==> src/rtl/jtag_dr_bank.sv <==
// Bank of independent JTAG user data-register chains with length-checked update.
// Optional capture_in readback on capture is enabled by defining JTAG_DR_READBACK_EN.
module jtag_dr_bank #(
  parameter int unsigned NUM_CHAINS = 2,
  parameter int unsigned DR_WIDTH   = 30,
  parameter logic [DR_WIDTH-1:0] RESET_VALUE = '0
) (
  input  logic                           JTCK,
  input  logic                           JRST,
  input  logic                           JTDI,
  input  logic                           JSHIFT,
  input  logic                           JUPDATE,
  input  logic [NUM_CHAINS-1:0]          JCE,
  input  logic [NUM_CHAINS-1:0]          JRTI,
  input  logic [NUM_CHAINS*DR_WIDTH-1:0] capture_in,
  output logic [NUM_CHAINS-1:0]          JTDO,
  output logic [NUM_CHAINS*DR_WIDTH-1:0] dr_out,
  output logic [NUM_CHAINS-1:0]          update_strobe,
  output logic [NUM_CHAINS-1:0]          rti_strobe,
  output logic [NUM_CHAINS-1:0]          len_error
);

  localparam int unsigned CW = $clog2(DR_WIDTH + 2);
  localparam logic [CW-1:0] C_FULL = CW'(DR_WIDTH);
  localparam logic [CW-1:0] C_SAT  = CW'(DR_WIDTH + 1);

  typedef enum logic [1:0] {S_IDLE, S_SHIFTING, S_ARMED} state_t;

  logic                  r_rst_q;
  state_t                r_state   [NUM_CHAINS];
  state_t                w_next    [NUM_CHAINS];
  logic [DR_WIDTH-1:0]   r_sr      [NUM_CHAINS];
  logic [DR_WIDTH-1:0]   r_dr      [NUM_CHAINS];
  logic [DR_WIDTH-1:0]   w_cap_val [NUM_CHAINS];
  logic [CW-1:0]         r_cnt     [NUM_CHAINS];
  logic [NUM_CHAINS-1:0] w_sel, w_cap, w_shift, w_upd_ok, w_upd_bad;
  logic [NUM_CHAINS-1:0] r_upd_stb, r_rti_q, r_rti_stb, r_len_err;

  // Assert follows JRST immediately; release is held for one JTCK edge.
  always_ff @(posedge JTCK or posedge JRST) begin
    if (JRST) r_rst_q <= 1'b1;
    else      r_rst_q <= 1'b0;
  end

  // Lowest-index enabled chain wins; scanning downward lets it overwrite.
  always_comb begin
    w_sel = '0;
    for (int unsigned i = NUM_CHAINS; i > 0; i--) begin
      if (JCE[i-1]) w_sel = NUM_CHAINS'(1) << (i - 1);
    end
  end

`ifdef JTAG_DR_READBACK_EN
  always_comb begin
    for (int unsigned i = 0; i < NUM_CHAINS; i++)
      w_cap_val[i] = capture_in[i*DR_WIDTH +: DR_WIDTH];
  end
`else
  always_comb begin
    for (int unsigned i = 0; i < NUM_CHAINS; i++)
      w_cap_val[i] = r_dr[i];
  end
  logic w_unused_capture;
  assign w_unused_capture = ^capture_in;
`endif

  always_comb begin
    for (int unsigned i = 0; i < NUM_CHAINS; i++) begin
      w_next[i]    = r_state[i];
      w_cap[i]     = 1'b0;
      w_shift[i]   = 1'b0;
      w_upd_ok[i]  = 1'b0;
      w_upd_bad[i] = 1'b0;
      if (w_sel[i] && !JSHIFT) begin
        w_cap[i]  = 1'b1;
        w_next[i] = S_SHIFTING;
      end else begin
        case (r_state[i])
          S_SHIFTING: begin
            if (w_sel[i])     w_shift[i] = 1'b1;
            else if (!JCE[i]) w_next[i]  = S_ARMED;
          end
          S_ARMED: begin
            if (JUPDATE) begin
              w_next[i] = S_IDLE;
              if (r_cnt[i] == C_FULL) w_upd_ok[i]  = 1'b1;
              else                    w_upd_bad[i] = 1'b1;
            end
          end
          default: ;
        endcase
      end
    end
  end

  always_ff @(posedge JTCK or posedge r_rst_q) begin
    if (r_rst_q) begin
      for (int unsigned i = 0; i < NUM_CHAINS; i++) begin
        r_state[i] <= S_IDLE;
        r_sr[i]    <= '0;
        r_cnt[i]   <= '0;
        r_dr[i]    <= RESET_VALUE;
      end
      r_upd_stb <= '0;
      r_rti_q   <= '0;
      r_rti_stb <= '0;
      r_len_err <= '0;
    end else begin
      r_rti_q   <= JRTI;
      r_rti_stb <= JRTI & ~r_rti_q;
      r_upd_stb <= w_upd_ok;
      for (int unsigned i = 0; i < NUM_CHAINS; i++) begin
        r_state[i] <= w_next[i];
        if (w_cap[i]) begin
          r_sr[i]  <= w_cap_val[i];
          r_cnt[i] <= '0;
        end else if (w_shift[i]) begin
          r_sr[i] <= {JTDI, r_sr[i][DR_WIDTH-1:1]};
          if (r_cnt[i] != C_SAT) r_cnt[i] <= r_cnt[i] + CW'(1);
        end
        if (w_upd_ok[i]) begin
          r_dr[i]      <= r_sr[i];
          r_len_err[i] <= 1'b0;
        end
        if (w_upd_bad[i]) r_len_err[i] <= 1'b1;
      end
    end
  end

  always_comb begin
    JTDO   = '0;
    dr_out = '0;
    for (int unsigned i = 0; i < NUM_CHAINS; i++) begin
      JTDO[i]                            = r_sr[i][0];
      dr_out[i*DR_WIDTH +: DR_WIDTH]     = r_dr[i];
    end
  end

  assign update_strobe = r_upd_stb;
  assign rti_strobe    = r_rti_stb;
  assign len_error     = r_len_err;

endmodule

==> config.mk <==
export PLATFORM = sky130hd
export DESIGN_NAME = jtag_dr_bank
export DESIGN_NICKNAME = d
export VERILOG_FILES = /design/src/rtl/jtag_dr_bank.sv
export SDC_FILE = /design/constraint.sdc
export NUM_CORES = 1
export LEC_CHECK = 0
export BUFFER_PORTS_ARGS = -buffer_cell sky130_fd_sc_hd__buf_2
export CORE_UTILIZATION = 35
export CTS_BUF_LIST = sky130_fd_sc_hd__clkbuf_4 sky130_fd_sc_hd__clkbuf_8
export CTS_CLUSTER_SIZE = 30
export DETAILED_ROUTE_END_ITERATION = 16
export PLACE_DENSITY = 0.56
export SLEW_MARGIN = 20
export SYNTH_ARGS = -nofsm -noshare
export SYNTH_HDL_FRONTEND = slang
export SYNTH_SLANG_ARGS = --single-unit
==> constraint.sdc <==
create_clock -name JTCK -period 9 [get_ports JTCK]
set_clock_uncertainty 0.1 [all_clocks]
set_input_delay 0.9 -clock JTCK [delete_from_list [all_inputs] [get_ports JTCK]]
set_output_delay 0.9 -clock JTCK [all_outputs]
set_load 0.1 [all_outputs]
* Word-level counts from Yosys, hierarchy flattened
Cells that the tools add are included.
W data, S select, Z words.
** Storage, ports and cells
- Bits in registers :: 143
- Bits of input ports :: 69
- Output and inout bits :: 68
** Cells by class
- Add/subtract/negate cells :: 2
- Equal/unequal tests :: 14
- Mux-type cells :: 49
- Bitwise operators :: 2
- Reduce and logical (&&, ||, !) cells :: 15
** Operator list (number)
- $mux W30 :: 4
- $mux W5 :: 6
- $mux W1 :: 28
- $mux W2 :: 9
- $ne A3 B3 Y1 const B :: 6
- $reduce_bool A2 Y1 :: 6
- $add A5 B1 Y5 const B :: 2
- $eq A5 B5 Y1 const B :: 2
- $ne A5 B5 Y1 const B :: 2
- $pmux W2 S2 :: 2
- $reduce_and A4 Y1 :: 2
- $reduce_bool A3 Y1 :: 2
- $eq A2 B1 Y1 const B :: 2
- $eq A2 B2 Y1 const B :: 2
- $reduce_and A2 Y1 :: 2
- $and A2 B2 Y2 :: 1
- $logic_and A1 B1 Y1 :: 2
- $not A2 Y2 :: 1
- $logic_not A1 Y1 :: 1

* Longest topological paths before layout
Gate-level depths: netlist of run 1.
- Depth after elaboration :: 7
- Depth in mapped cells :: 7
- Mapped depth without buffers :: 6

* Worst setup path after synthesis of run 1
OpenSTA, ideal clock, no wires.
- Path type :: input -> register
- Start point :: input JCE[0]
- End point :: register r_sr[28] in the netlist's numbering
- Library setup time :: 0.125 ns
- Data arrival time :: 2.256 ns
- Required time :: 8.775 ns
- Slack :: 6.519 ns
- Cell stages on the path :: 6
- Cells stage by stage :: buf_2 or3b_1 clkbuf_1 buf_2 mux2_1 mux2_2
** Between the ends
- Longest elaborated chain between the ends :: 5
- Elaborated cells on any way between the ends :: 8
** Ends and longest elaborated chain
- from (decl) :: line 13 : input logic [NUM_CHAINS-1:0] JCE,
- $mux W2 (*) :: line 49 : if (JCE[i-1]) w_sel = NUM_CHAINS'(1) << (i - 1);
- $mux W1 :: line 80 : if (w_sel[i]) w_shift[i] = 1'b1;
- $mux W1 :: line 78 : case (r_state[i])
- $mux W1 :: line 74 : if (w_sel[i] && !JSHIFT) begin
- $reduce_bool A2 Y1 (no line)
- to (signal, indexed assignment) :: line 115 : r_sr[i] <= w_cap_val[i];
- to (signal, indexed assignment) :: line 118 : r_sr[i] <= {JTDI, r_sr[i][DR_WIDTH-1:1]};
- to (decl) :: line 32 : logic [DR_WIDTH-1:0] r_sr [NUM_CHAINS];
Mark *: on every way between the ends. The rest lies on a longest branch, timed or not.
A chain may end at the register's enable or synchronous reset.

* Worst setup path after layout of run 1
- Start point :: input JCE[0]
- End point :: register r_dr, in the netlist dr_out[1]
** Between the ends
- Longest elaborated chain between the ends :: 3
** Ends and longest elaborated chain
- $mux W2 :: line 49
- $logic_and A1 B1 Y1 :: line 74
- $mux W1 :: line 74
- to (signal, indexed assignment) :: line 122 : r_dr[i] <= r_sr[i];
- to (decl) :: line 33 : logic [DR_WIDTH-1:0] r_dr [NUM_CHAINS];
No other way between the ends.

==> impl_metrics.yaml, run 1 <==
global_route:
  grt_pass1_vias: 3755
  grt_pass1_wl_mm: 19.4
  overflow: 0
  antenna_found_initial: 0
  grt_usage: 0.136
  grt_start_max_net_pins: 78
setup_path:
  end_kind: "flip-flop"
  worstSetupPathType: "in2reg"
  reg2reg_depth: 4
  cpMaxStageDelayCell: "or4_4"
  startpoint_type: "input pin"
  crit_arrival_ps: 2690
  worstPathMaxFanout: 32
  crit_path_cell_trace: "buf_2 > nor2b_1 > buf_4 > or4_4 > mux2_4"
  required_ps: 9220
  cp_slowest_stage_delay_ps: 820
yosys:
  yosysWarnings: 0
  synth_nets: 507
  syn_inst: 432
  ys_seq_elements: 143
  synthFlopType: "dfrtp_1"
  synth_cell_type_count: 37
  syn_area_sq_um: 6400
  ys_seq_area_frac: 0.559
  avgSynthCellArea_sq_um: 14.8
  synth-edff-count: 0
  async_flop_share: 1.00
clock_tree:
  cts_tree: "yes"
  cts-resized-gates: 0
  htreeDepth: 4
  clock_path_buffers: 2
  cts-hold-fix-buffers: 0
  clk_pin_slew_ps: 80
  cts_inserted_buffers: 17
  cts.sinks: 143
  post_cts_buffers: 0
  clk_latency_ps: 430
  clockRootBuffer: "clkbuf_8"
floorplan:
  rows: 49
  die_y_um: 137
  pin_count: 137
  initial_core_util: 0.356
  dieWidth_um: 137
  core_area_sq_um: 18000
  die_area_sq_um: 18800
power:
  power.share.switching: 0.247
  powerDensity_nw_per_um2: 188
  power.net_switching_uw: 346
  p_int_mw: 1.05
  combPwrFrac: 0.089
  power.share.clock: 0.403
  ir_worst_vdd_mv: 0.0946
  power_frac_seq: 0.508
  p_leak_nw: 3.92
cells_and_area:
  fin_util: 0.414
  final_common_cell: "mux2_2"
  nets: 582
  mostFrequentLayoutCells: "mux2_2 (149), dfrtp_1 (142), buf_2 (76), mux2_4 (28), clkbuf_8 (17)"
  register_area_sq_um: 3580
  final_cells: 749
  area_delta_synth_final_pct: 16.1
  drive_gt1_frac: 0.575
  antenna_cells: 0
  fillerInstances: 1701
  multi_input_area_sq_um: 2650
run_status:
  outcome: "complete, no violations"
timing:
  min_period_ps: 2470
  slew_headroom: 0.335
  fin_ws_ps: 6530
  finalHoldViolCount: 0
  period_share: 0.274
  slew_violations: 0
  rsz0062_at_grt: "no"
  worst_slew_pin_slew_ps: 998
  clock.fmax_mhz: 405
  setup_viol: 0
  tns_ps: 0
  holdWs_ps: 283
placement:
  place.gp.congestion: 0.682
  place_inst: 716
  io_buffers: 76
  dpl.hpwl_mm: 7.31
  place_ws_ps: 6070
run:
  cap_violations: 0
route:
  firstDrtPassIters: 4
  wl_mm: 11.7
  wl_per_cell_um: 15.6
  vias_per_cell: 4.86
  drt_iter0_markers: 102
  route.detailed.drc: 0
  vias: 3643
  postRouteAntennaNets: 0
hold_path:
  min_path_type: "reg2async"
-- cells in the mapped netlist (all sizes together) (3+ instances only) --
cell    number  share of area
a21oi       13          0.010
nand2       10         0.0059
nor2b        3         0.0029
ha           6          0.012
nand2b       3         0.0029
o21ai        8         0.0063
mux2       180           0.33
or4          3         0.0041
dfrtp      142           0.56
inv         10         0.0059
clkbuf      12         0.0070
or3          5         0.0049
buf         14          0.020
-- critical path: cells and delay by family --
kind	cells	cell delay, ps
buffers and inverters	2	380
AND/OR/NAND/NOR	2	970
multiplexers	1	390
-- final timing paths --
| kind | slack (ps) | startpoint | to |
|---|---|---|---|
| hold reg to reg | 280 | r_rst_q | r_rti_q[1] |
| min in group JTCK | 300 | r_rti_q[1] | rti_strobe[1] |
| hold / removal | 280 | r_rst_q | r_rti_q[1] |
| setup / recovery | 6530 | JCE[0] | dr_out[1] |
| max in group asynchronous | 7210 | r_rst_q | dr_out[57] |
| setup reg to reg | 6770 | r_state[1] | r_sr[23] |
-- power by group through the flow --
stage          Sequential, mW  Combinational, mW  Clock (mW)
4_1_cts                 0.711              0.126       0.589
3_5_place_dp            0.724              0.126           0
5_1_grt                 0.717              0.139       0.620
6_report                0.711              0.125       0.565
3_3_place_gp            0.721              0.121           0
2_1_floorplan           0.721             0.0942           0
-- logic make-up (layout without fill, tap and decap cells) --
| family | Yosys count | in the layout | share of synthesized area |
|---|---|---|---|
| compound gates | 27 | 27 | 0.0235 |
| fa+ha+maj | 6 | 6 | 0.0117 |
| buf+inv | 36 | 124 | 0.0328 |
| flops | 143 | 143 | 0.559 |
| mux | 180 | 180 | 0.333 |
| other cells | 1 | 1 | 0.000586 |
| simple gates | 39 | 39 | 0.0393 |
-- layout make-up --
class                   instances  share of cell area
clock buffers                  19              0.0335
well taps                     229              0.0385
inverters                      10             0.00572
clock inverters                13              0.0252
repair buffers                 82              0.0599
flip-flops and latches        143               0.481
multi-input cells             253               0.356
-- state kept, by name, indices dropped and copies added (netlist names) --
register / count
rti_strobe: 2
r_rti_q: 2
r_sr: 58
update_strobe: 2
r_rst_q: 1
dr_out: 60
r_cnt: 10
r_state: 4
JTDO: 2
len_error: 2
-- stage by stage --
| step | total power, mW | area [sq um] |
|---|---|---|
| after floorplan | 0.815 | 6400 |
| after global placement | 0.842 | 6970 |
| after detailed placement | 0.850 | 6970 |
| after CTS | 1.43 | 7410 |
| after global routing | 1.48 | 7440 |
| final | 1.40 | 7440 |
-- layer usage --
metal | part of all wire | up-vias | GRT usage | routed length [um]
met5 | 0 | - | 0 | 0
met4 | 0.013 | 0 | 0.0580 | 155
met3 | 0.031 | 10 | 0.0397 | 363
met2 | 0.51 | 53 | 0.226 | 6000
met1 | 0.44 | 1890 | 0.164 | 5150
li1 | - | 1690 | - | -
Note: power is estimated with default switching activity, not from simulation.
==> run 2, diff against run 1 <==
--- a/config.mk
+++ b/config.mk
@@ -5,12 +5,13 @@
 export SDC_FILE = /design/constraint.sdc
 export NUM_CORES = 1
 export LEC_CHECK = 0
+export ABC_AREA = 1
 export BUFFER_PORTS_ARGS = -buffer_cell sky130_fd_sc_hd__buf_2
 export CORE_UTILIZATION = 35
 export CTS_BUF_LIST = sky130_fd_sc_hd__clkbuf_4 sky130_fd_sc_hd__clkbuf_8
 export CTS_CLUSTER_SIZE = 30
 export DETAILED_ROUTE_END_ITERATION = 16
-export PLACE_DENSITY = 0.56
+export PLACE_DENSITY = 0.58
 export SLEW_MARGIN = 20
 export SYNTH_ARGS = -nofsm -noshare
 export SYNTH_HDL_FRONTEND = slang
==> constraint.sdc (replaced) <==
create_clock -name JTCK -period 2.14 [get_ports JTCK]
set_clock_uncertainty 0.1 [all_clocks]
set_input_delay 0.214 -clock JTCK [delete_from_list [all_inputs] [get_ports JTCK]]
set_output_delay 0.214 -clock JTCK [all_outputs]
set_load 0.1 [all_outputs]
==> run 2 against run 1 <==
  * Critical path depth rose by 4
  * Critical path type unchanged
  * Wire length rose by 20%
  * Global-route usage rose by 2.8 points
==> impl_metrics.yaml, run 2 <==
route:
  vias: 5015
  wl_mm: 14.0
  route.detailed.drc: 0
  drt_iter0_markers: 299
  wl_per_cell_um: 12.8
  firstDrtPassIters: 4
  postRouteAntennaNets: 0
  vias_per_cell: 4.59
yosys:
  synth_most_common_cell: "nand2_1"
  synth_cell_type_count: 24
  synth-edff-count: 0
  synth_common_cells: "nand2_1 (395), dfrtp_1 (142), o21ai_0 (58), inv_1 (53), o211ai_1 (29)"
  synthFlopType: "dfrtp_1"
  syn_area_sq_um: 6350
  synth_top_area_frac: 0.559
  ys_seq_elements: 143
  syn_inst: 779
  ys_seq_area_frac: 0.564
  yosysWarnings: 0
  netlist.top_cell.by_area: "dfrtp_1"
  synthTopCellsByArea: "dfrtp_1 (56%), nand2_1 (23%), o21ai_0 (4.6%)"
  async_flop_share: 1.00
  synth_nets: 854
  avgSynthCellArea_sq_um: 8.15
clock_tree:
  clockRootBuffer: "clkbuf_8"
  clk_latency_ps: 450
  post_cts_buffers: 0
  cts_inserted_buffers: 17
  htreeDepth: 4
  cts_tree: "yes"
  clock_path_buffers: 2
  clk_pin_slew_ps: 80
  cts.sinks: 143
timing:
  clock.fmax_mhz: 525
  finalHoldViolCount: 0
  setup_viol: 0
  slew_violations: 0
  min_period_ps: 1900
  holdWs_ps: 64.5
  worst_slew_pin_slew_ps: 1020
  slew_headroom: 0.316
  rsz0062_at_grt: "no"
  period_share: 0.889
cells_and_area:
  fillerInstances: 1821
  nets: 928
  final_common_cell: "nand2_1"
  drive_gt1_frac: 0.154
  stdcell_area_sq_um: 7410
  area_delta_synth_final_pct: 16.7
  largest_reg_flops: 60
  final_cells: 1092
  mostFrequentLayoutCells: "nand2_1 (394), dfrtp_1 (142), buf_2 (76), o21ai_0 (58), inv_1 (52)"
  fin_util: 0.423
floorplan:
  core_area_sq_um: 17500
  die_y_um: 137
  dieWidth_um: 137
  rows: 48
  die_area_sq_um: 18700
  initial_core_util: 0.362
  pin_count: 137
global_route:
  grt_usage: 0.164
  grt_pass1_wl_mm: 23.8
  grt_start_max_net_pins: 66
  overflow: 0
  grt_pass1_vias: 4839
  antenna_found_initial: 1
setup_path:
  worstPathMaxFanout: 30
  worstSetupPathType: "in2reg"
  end_kind: "flip-flop"
  required_ps: 2420
  startpoint_type: "input pin"
  crit_arrival_ps: 2180
power:
  combPwrFrac: 0.194
  p_int_mw: 4.58
  p_leak_nw: 4.23
  power_frac_seq: 0.505
  power.net_switching_mw: 2.34
  finalPower_mw: 6.92
  ir_worst_vdd_mv: 0.531
  powerDensity_nw_per_um2: 934
  power.share.switching: 0.338
  power.share.clock: 0.300
run:
  cap_violations: 0
hold_path:
  min_path_type: "in2reg"
placement:
  io_buffers: 76
  place_inst: 1054
  place.gp.congestion: 0.727
  dpl_cell_area_sq_um: 6980
  dpl.hpwl_mm: 8.53
run_status:
  outcome: "complete, no violations"
[run 2: changes by cell type in the layout (fill, tap and decap cells not counted), sizes merged, moves of 6 or more]
cell    delta
nand4      +6
buf       +10
mux2     -180
inv       +45
o21ai     +60
a21oi      -8
nand2    +386
nor2      +16
o211ai    +29
[run 2: logic make-up after synthesis]
kind of cell	Yosys count	share of synthesized area
adders and majority gates	6	0.0118
and+or+nand+nor	429	0.263
xor gates and xnor gates	2	0.00276
other	1	0.000590
buffers and inverters	96	0.0666
DFF	143	0.564
AOI/OAI and AO/OA	102	0.0918
[run 2: final timing paths]
check                           cells past startpoint  slack, ps        from         end
worst max-delay path                                9        240      JCE[1]     r_sr[6]
worst min-delay path                                4         60      JCE[0]  r_state[3]
worst max register to register                      7        320  r_state[0]     r_sr[6]
worst min register to register                      1        170     r_rst_q  r_rti_q[1]
max in group asynchronous                           2       1080     r_rst_q  dr_out[25]
min in group asynchronous                           1        170     r_rst_q  r_rti_q[1]
[run 2: power groups by stage]
stage	combinational, mW	clock, mW	sequential, mW
after floorplan	1.07	0	3.51
after global placement	1.32	0	3.54
after detailed placement	1.35	0	3.54
after CTS	1.37	2.16	3.50
after global routing	1.57	2.26	3.57
final	1.34	2.08	3.50
[run 2: through the flow]
step / TNS, ps / worst slack (ps)
5_1_grt: 0 / 45.2
3_5_place_dp: 0 / 322
4_1_cts: 0 / 246
3_3_place_gp: 0 / 333
2_1_floorplan: -15510 / -109
6_report: 0 / 236
[run 2: critical path, stage by stage]
cell and delay (ps):
dlygate4sd3_1 550, buf_2 130, inv_1 60, nor2_1 50, nand2_1 110, nand2_1 80
inv_1 740, nand2_1 120, nand2_1 110
[run 2: layout make-up]
class | count | area [sq um] | share of cell area
sequential | 143 | 3580 | 0.483
multi-input combinational | 540 | 2350 | 0.317
timing repair buffer | 97 | 613 | 0.0827
tap | 225 | 282 | 0.0380
clock buffer | 18 | 248 | 0.0334
inverter | 54 | 206 | 0.0278
clock inverter | 14 | 133 | 0.0179
antenna | 1 | 2.50 | 0.000337
[run 2: repair_timing]
item / in CTS / in global routing
hold endpoints to repair: 9 / 0
endpoints found under the setup margin: 0 / 0
hold buffers: 5 / 0
resized for setup: 0 / 0
[run 2: layer usage]
metal | vias up | global-route usage | part of all wire
li1 | 2586 | - | -
met1 | 2347 | 0.216 | 0.49
met2 | 70 | 0.256 | 0.45
met3 | 12 | 0.0485 | 0.044
met4 | 0 | 0.0537 | 0.011
met5 | - | 0 | 0
==> run 3, diff against run 2 <==
--- a/config.mk
+++ b/config.mk
@@ -7,11 +7,11 @@
 export LEC_CHECK = 0
 export ABC_AREA = 1
 export BUFFER_PORTS_ARGS = -buffer_cell sky130_fd_sc_hd__buf_2
-export CORE_UTILIZATION = 35
+export CORE_UTILIZATION = 51
 export CTS_BUF_LIST = sky130_fd_sc_hd__clkbuf_4 sky130_fd_sc_hd__clkbuf_8
 export CTS_CLUSTER_SIZE = 30
 export DETAILED_ROUTE_END_ITERATION = 16
-export PLACE_DENSITY = 0.58
+export PLACE_DENSITY = 0.79
 export SLEW_MARGIN = 20
 export SYNTH_ARGS = -nofsm -noshare
 export SYNTH_HDL_FRONTEND = slang
==> run 3 against run 2 <==
  * Non-clock buffer count increased by 4
  * Cell count shrank 5.0%
  * First-iteration DRC count is 22% higher
  * Sequential share of layout area grew 0.34 points
  * Count of clock-buffer cells in the layout is 3 higher
  * Critical path type unchanged
  * Largest cell class unchanged
  * Highest routed layer unchanged
==> impl_metrics.yaml, run 3 (same netlist as run 2, synthesis figures left out) <==
run_status:
  outcome: "complete, no violations"
timing:
  slew_headroom: 0.361
  finalHoldViolCount: 0
  clock.fmax_mhz: 548
  worst_slew_pin_slew_ps: 958
  setup_viol: 0
  rsz0062_at_grt: "no"
  holdWs_ps: 56.5
  min_period_ps: 1830
  period_share: 0.853
  slew_violations: 0
floorplan:
  core_area_sq_um: 12100
  dieWidth_um: 114
  die_area_sq_um: 12900
  rows: 40
  initial_core_util: 0.527
  die_y_um: 114
  pin_count: 137
route:
  postRouteAntennaNets: 0
  route.detailed.drc: 0
  firstDrtPassIters: 4
  wl_per_cell_um: 12.4
  vias: 5100
  drt_iter0_markers: 365
  vias_per_cell: 4.92
  wl_mm: 12.8
global_route:
  grt_pass1_wl_mm: 22.7
  grt_usage: 0.223
  antenna_found_initial: 0
  grt_start_max_net_pins: 82
  grt_pass1_vias: 4782
  overflow: 0
power:
  powerDensity_nw_per_um2: 949
  p_leak_nw: 4.26
  ir_worst_vdd_mv: 0.474
placement:
  place_inst: 1001
  dpl.hpwl_mm: 8.27
  dpl_cell_area_sq_um: 6910
  io_buffers: 76
  place.gp.congestion: 0.793
cells_and_area:
  final_common_cell: "nand2_1"
  final_cells: 1037
  area_delta_synth_final_pct: 15.9
  antenna_cells: 0
  drive_gt1_frac: 0.155
  largest_reg_flops: 60
  nets: 932
  multi_input_area_sq_um: 2350
  stdcell_area_sq_um: 7360
  mostFrequentLayoutCells: "nand2_1 (395), dfrtp_1 (142), buf_2 (76), o21ai_0 (58), inv_1 (52)"
  fillerInstances: 1054
  register_area_sq_um: 3580
setup_path:
  crit_arrival_ps: 2100
  cpMaxStageDelayCell: "inv_1"
  cp_slowest_stage_delay_ps: 690
  required_ps: 2420
  end_kind: "flip-flop"
  crit_path_cell_trace: "dlygate4sd3_1 > buf_2 > inv_1 > nor2_1 > nand2_1 > nand2_1 > inv_1 > nand2_1 > nand2_1"
  worstSetupPathType: "in2reg"
  crit_path_frequent_cell: "nand2_1"
  worstPathMaxFanout: 30
  startpoint_type: "input pin"
clock_tree:
  cts.sinks: 143
  htreeDepth: 4
  post_cts_buffers: 0
  cts_inserted_buffers: 17
  clk_pin_slew_ps: 80
  clockRootBuffer: "clkbuf_8"
  clk_latency_ps: 440
  clock_path_buffers: 2
  cts_tree: "yes"
run:
  cap_violations: 0
hold_path:
  min_path_type: "in2reg"
==> run 3: final timing paths <==
path                            start         end  slack, ps  cells past startpoint
max                            JCE[1]    r_sr[12]        310                      9
min                           JUPDATE  r_state[3]         60                      4
max reg2reg                r_state[0]    r_sr[12]        340                      7
min reg2reg                   r_rst_q  dr_out[43]        170                      1
max in group asynchronous     r_rst_q  dr_out[33]       1030                      2
min in group asynchronous     r_rst_q  dr_out[43]        170                      1
==> run 3: final cells by class <==
class                   count  area share
inverters                  54      0.0280
well taps                 168      0.0285
repair buffers            101      0.0839
flip-flops and latches    143       0.486
clock buffers              21      0.0393
clock inverters            10      0.0151
multi-input cells         540       0.319
==> run 3: routing by layer <==
layer  GRT usage  share of wire  vias up
met3      0.0446          0.045       15
met1       0.305           0.47     2377
li1            -              -     2584
met5           0              0        -
met4      0.0860          0.012        0
met2       0.351           0.47      124
==> run 3: per-stage QoR <==
step / power [mW] / utilization / TNS [ps] / worst slack, ps
floorplan: 4.57 / - / -15510 / -109
global placement: 4.85 / 0.573 / 0 / 365
detailed placement: 4.90 / 0.573 / 0 / 358
CTS: 7.05 / 0.610 / 0 / 330
global route: 7.47 / 0.610 / 0 / 130
finish: 6.99 / 0.610 / 0 / 315
==> run 3: timing repair <==
| item | CTS | global route |
|---|---|---|
| hold buffers | 5 | 0 |
| setup endpoints to repair | 0 | 0 |
| endpoints found under the hold margin | 9 | 0 |
| gates resized for setup | 0 | 0 |
==> run 3: critical path: cells and delay by family <==
family,cells,cell delay (ps)
buf+inv,4,1420
simple gates,5,450
==> run 3: power breakdown <==
part           switching [mW]  internal, mW
combinational           0.896         0.455
clock                   0.984          1.15
sequential              0.335          3.17
